==> config.mk <==
export PLATFORM = sky130hd
export DESIGN_NAME = seq_issue
export DESIGN_NICKNAME = d
export VERILOG_FILES = /design/src/rtl/seq_issue.sv
export SDC_FILE = /design/constraint.sdc
export NUM_CORES = 1
export LEC_CHECK = 0
export BUFFER_PORTS_ARGS = -buffer_cell sky130_fd_sc_hd__buf_2
export CAP_MARGIN = 20
export CORE_MARGIN = 4
export CORE_UTILIZATION = 51
export DETAILED_ROUTE_END_ITERATION = 10
export PLACE_DENSITY = 0.74
export SYNTH_ARGS = -nofsm -noshare
export SYNTH_HDL_FRONTEND = slang
export SYNTH_SLANG_ARGS = --single-unit
export TNS_END_PERCENT = 50
==> constraint.sdc <==
create_clock -name clk -period 6.1 [get_ports clk]
set_clock_uncertainty 0.05 [all_clocks]
set_input_delay 1.22 -clock clk [delete_from_list [all_inputs] [get_ports clk]]
set_output_delay 1.22 -clock clk [all_outputs]
set_load 0.02 [all_outputs]
==> src/rtl/seq_issue.sv <==
// seq_issue: instruction issue controller feeding the seq datapath.
// Buffers upstream instructions in a small FIFO and issues them one at a
// time, inserting a writeback hold after every push/add and holding sends
// while the UART is busy.
//
// state | meaning
// ------+----------------------------------------------------------
// RUN   | issue head of FIFO when present (sends wait on i_tx_busy)
// WB    | one-cycle writeback hold after a push/add, bus = hold_q
module seq_issue #(
  parameter int              IN_W    = 16,
  parameter int              OP_W    = 4,
  parameter int              RN_W    = 2,
  parameter int              DEPTH   = 4,
  parameter logic [OP_W-1:0] OP_PUSH = 4'h0,
  parameter logic [OP_W-1:0] OP_ADD  = 4'h1,
  parameter logic [OP_W-1:0] OP_SEND = 4'h2
) (
  input  logic            clk,
  input  logic            rst,
  input  logic [IN_W-1:0] i_inst,
  input  logic            i_inst_valid,
  output logic            o_inst_ready,
  output logic [IN_W-1:0] o_inst,
  output logic            o_inst_valid,
  input  logic            i_tx_busy,
  output logic            o_idle,
  output logic [15:0]     o_stall_cnt
);

  localparam int AW = $clog2(DEPTH);
  localparam logic [AW:0] FULL_CNT = (AW+1)'(DEPTH);

  localparam logic [0:0] ST_RUN = 1'b0;
  localparam logic [0:0] ST_WB  = 1'b1;

  // Parameter sanity: pointers rely on natural wrap, fields must fit the word.
  if (DEPTH < 2 || (DEPTH & (DEPTH - 1)) != 0) begin : g_bad_depth
    $error("seq_issue: DEPTH must be a power of two >= 2");
  end
  if (3 * RN_W > IN_W - OP_W) begin : g_bad_fields
    $error("seq_issue: register fields overlap the opcode");
  end

  logic [IN_W-1:0] mem [DEPTH];
  logic [AW-1:0]   wr_ptr;
  logic [AW-1:0]   rd_ptr;
  logic [AW:0]     count;
  logic [0:0]      state;
  logic [IN_W-1:0] hold_q;

  logic            empty;
  logic            full;
  logic            wr_en;
  logic            head_live;
  logic [IN_W-1:0] head;
  logic [OP_W-1:0] opcode;
  logic            send_blocked;
  logic            pop;
  logic            wb_op;

  assign empty        = (count == '0);
  assign full         = (count == FULL_CNT);
  assign o_inst_ready = ~full;
  assign wr_en        = i_inst_valid & ~full;

  assign head      = mem[rd_ptr];
  assign opcode    = head[IN_W-1 -: OP_W];
  assign head_live = (state == ST_RUN) & ~empty;
  assign wb_op     = (opcode == OP_PUSH) | (opcode == OP_ADD);

  // Only a send can be held back; every other opcode issues unconditionally.
  assign send_blocked = head_live & (opcode == OP_SEND) & i_tx_busy;
  assign pop          = head_live & ~send_blocked;

  assign o_inst_valid = pop;
  assign o_inst       = head_live ? head : hold_q;
  assign o_idle       = (state == ST_RUN) & empty;

  // FIFO storage; contents need no reset since count gates every read.
  always_ff @(posedge clk) begin
    if (wr_en) mem[wr_ptr] <= i_inst;
  end

  // FIFO pointers and occupancy.
  always_ff @(posedge clk or negedge rst) begin
    if (!rst) begin
      wr_ptr <= '0;
      rd_ptr <= '0;
      count  <= '0;
    end else begin
      if (wr_en) wr_ptr <= wr_ptr + AW'(1);
      if (pop)   rd_ptr <= rd_ptr + AW'(1);
      unique case ({wr_en, pop})
        2'b10:   count <= count + (AW+1)'(1);
        2'b01:   count <= count - (AW+1)'(1);
        default: count <= count;
      endcase
    end
  end

  // Issue FSM and the bus value held through the writeback cycle.
  always_ff @(posedge clk or negedge rst) begin
    if (!rst) begin
      state  <= ST_RUN;
      hold_q <= '0;
    end else begin
      if (pop) hold_q <= head;
      unique case (state)
        ST_RUN:  if (pop && wb_op) state <= ST_WB;
        default: state <= ST_RUN;
      endcase
    end
  end

  // Saturating count of cycles a send spent waiting on the UART.
  always_ff @(posedge clk or negedge rst) begin
    if (!rst) begin
      o_stall_cnt <= '0;
    end else if (send_blocked && o_stall_cnt != 16'hFFFF) begin
      o_stall_cnt <= o_stall_cnt + 16'd1;
    end
  end

endmodule

==> impl_metrics.env <==
export IMPL_fmax_ghz=0.235
export IMPL_crit_slowest_cell="dfrtp_1"
export IMPL_ys_seq_elements=104
export IMPL_r2r_start="rd_ptr[1]$_DFFE_PN0P_"
export IMPL_pwr_share_seq_pct=40.5
export IMPL_start_kind="flip-flop"
export IMPL_dr_total_vias=2550
export IMPL_critPathMaxFanout=19
export IMPL_post_cts_setup_buffer_count=0
export IMPL_first_pass_iters=4
export IMPL_pre_cts_slack_ps=2120
export IMPL_fp_dieW_um=102
export IMPL_start_util_pct=52.1
export IMPL_cp_arrival_ps=2990
export IMPL_synth_seq_area_share_pct=65.0
export IMPL_report_final_slew_viol_count=0
export IMPL_antenna_found_initial=0
export IMPL_holdWs_ps=440
export IMPL_fin_ws_ps=1840
export IMPL_hold_class="flip-flop to flip-flop"
export IMPL_final_cell_mix="edfxtp_1 (64), buf_2 (54), nand2_1 (51)"
export IMPL_die_area_um2=10400
export IMPL_cp_startpoint="rd_ptr[1]$_DFFE_PN0P_"
export IMPL_grt_use_total_pct=17.2
export IMPL_cts_hold_buf=0
export IMPL_crit_chain="mux2i_1, and4_2, o21ai_2, nand2_4, inv_1, buf_2"
export IMPL_final_cells=471
export IMPL_grt_overflow=0
export IMPL_cts_tree="done"
export IMPL_critPathKind="flip-flop to primary output"
export IMPL_period_share_pct=69.9
export IMPL_ant_nets=0
export IMPL_grt_pass1_vias=2670
export IMPL_drt_vias_per_instance=5.41
export IMPL_ios=55
export IMPL_row_count=34
export IMPL_clk_insertion_delay_late_ps=360
export IMPL_power_mw=2.60
export IMPL_gp_routability_congestion=0.714
export IMPL_cts_sinks=104
export IMPL_core_um2=8640
export IMPL_synth_nets=330
export IMPL_final_area_um2=5030
export IMPL_mostFrequentLayoutCell="edfxtp_1"
export IMPL_rsz0062_at_grt="false"
export IMPL_p_sw_mw=1.04
export IMPL_wl_um=8150
export IMPL_drt_iter0_markers=80
export IMPL_cp_end_kind="primary output"
export IMPL_cts_root_buffer_cell="clkbuf_8"
export IMPL_portBuffers=54
export IMPL_grt_pass1_wl_um=13500
export IMPL_power_density_nw_per_um2=518
export IMPL_yosysWarnings=0
export IMPL_cts_htree_levels=3
export IMPL_maxSlewHeadroom_pct=38.6
export IMPL_finalWorstPathRequiredPeriod_ps=4260
export IMPL_syn_area_per_cell_um2=14.8
export IMPL_synth_cells=303
export IMPL_crit_path_max_incr_delay_ps=960
export IMPL_synthToLayoutAreaGrowth_pct=11.8
export IMPL_die_height_um=102
export IMPL_clk_pin_slew_ps=110
export IMPL_synthDistinctLibCells=41
export IMPL_route_detailed_drc=0
export IMPL_switching_share_pct=39.8
export IMPL_p_leak_nw=2.07
export IMPL_internal_power_mw=1.57
export IMPL_cp_required_ps=4830
export IMPL_ir_worst_vdd_mv=0.266
export IMPL_cts_resized=0
export IMPL_setup_viol=0
export IMPL_syn_area_um2=4500
export IMPL_avgRoutedWirePerCell_um=17.3
export IMPL_nets=385
export IMPL_placed_area_um2=4850
export IMPL_worst_slew_pin_transition_ps=920
export IMPL_fillers=704
export IMPL_grt_max_degree=41
export IMPL_cap_violations=0
export IMPL_cts_buffer_depth=2
export IMPL_dp_cells=455
export IMPL_finalHoldViolations=0
export IMPL_antenna_cells=0
export IMPL_pwr_share_clk_pct=15.4
export IMPL_hpwlAfterDp_um=5390
export IMPL_comb_power_share_pct=44.1
export IMPL_setup_tns_ps=0
export IMPL_worstHoldStart="hold_q[12]$_DFFE_PN0P_"
export IMPL_final_core_util_pct=58.3
export IMPL_drive_above_1_share_pct=32.8
export IMPL_cts_buffers=9
export IMPL_outcome="finished clean"
[worst max-delay path, delay by kind of cell, from the launching register on]
| family | cells | cell delay, ps |
|---|---|---|
| multiplexers | 1 | 200 |
| AND/OR/NAND/NOR | 2 | 590 |
| flip-flops | 1 | 960 |
| buffers and inverters | 2 | 330 |
| AO/OA/AOI/OAI | 1 | 540 |
[worst paths after layout]
check                                              end  slack [ps]  cells after the start
worst max-delay path                      o_inst_valid        1840                      6
worst min-delay path            hold_q[12]$_DFFE_PN0P_         440                      1
worst max register to register    count[2]$_DFFE_PN0P_        2490                     11
worst min register to register  hold_q[12]$_DFFE_PN0P_         440                      1
max in group asynchronous        hold_q[1]$_DFFE_PN0P_        4500                      1
min in group asynchronous        hold_q[3]$_DFFE_PN0P_         930                      1
[synthesized netlist by cell type, drive strengths merged]
| cell | instances | area, µm² |
|---|---|---|
| clkbuf | 5 | 18.8 |
| or4 | 3 | 26.3 |
| fa | 1 | 20.0 |
| nor4 | 7 | 90.1 |
| and2 | 3 | 20.0 |
| nor2b | 1 | 13.8 |
| inv | 9 | 33.8 |
| nand3 | 9 | 50.1 |
| a211oi | 1 | 7.51 |
| mux2 | 16 | 184 |
| a21o | 6 | 45.0 |
| or3 | 1 | 6.26 |
| dfrtp | 40 | 1000 |
| xor2 | 10 | 87.6 |
| buf | 7 | 57.6 |
| nand4 | 7 | 43.8 |
| mux4 | 14 | 315 |
| nor3 | 8 | 40.0 |
| ha | 6 | 75.1 |
| and4 | 1 | 10.0 |
| nor2 | 7 | 26.3 |
| o21ai | 4 | 23.8 |
| or2 | 1 | 6.26 |
| and3 | 4 | 25.0 |
| nand2 | 53 | 209 |
| xnor2 | 11 | 104 |
| mux2i | 3 | 30.0 |
| edfxtp | 64 | 1920 |
| o21a | 1 | 7.51 |
[area by class of cell]
cell class | instances | area [µm²] | share of cell area [%]
Sequential cell | 104 | 2920 | 58.1
Inverter | 9 | 33.8 | 0.671
Clock buffer | 9 | 124 | 2.46
Multi-Input combinational cell | 178 | 1470 | 29.2
Timing Repair Buffer | 56 | 285 | 5.67
Clock inverter | 7 | 61.3 | 1.22
Tap cell | 108 | 135 | 2.69
[cells by family (layout without fill, tap and decap cells)]
logic type | after synthesis | in the layout | share of synthesized area [%]
compound gates | 12 | 12 | 1.86
mux | 33 | 33 | 11.8
simple gates | 105 | 105 | 12.6
flops | 104 | 104 | 65.0
buf+inv | 21 | 81 | 2.45
fa+ha+maj | 7 | 7 | 2.11
xor+xnor | 21 | 21 | 4.25
[state kept, by name, indices dropped and copies added, names as in the netlist]
signal and count:
rd_ptr 2, hold_q 16, wr_ptr 2, mem 64
count 3, o_stall_cnt 16, state 1
[power by group through the flow]
stage	registers [mW]	clock network, mW	logic, mW
detailed placement	1.07	0	1.16
floorplan	1.02	0	0.896
global route	1.08	0.445	1.27
finish	1.05	0.402	1.15
global placement	1.06	0	1.13
CTS	1.06	0.416	1.17
[per-layer routing]
layer  vias to the layer above  wire (µm)  track usage (%)
li1                       1216          -                -
met1                      1274       3440             21.5
met2                        52       4190             29.6
met3                         8        425             4.98
met4                         0         91             4.44
met5                         -          0                0
Power figures use the tool's default switching activity.
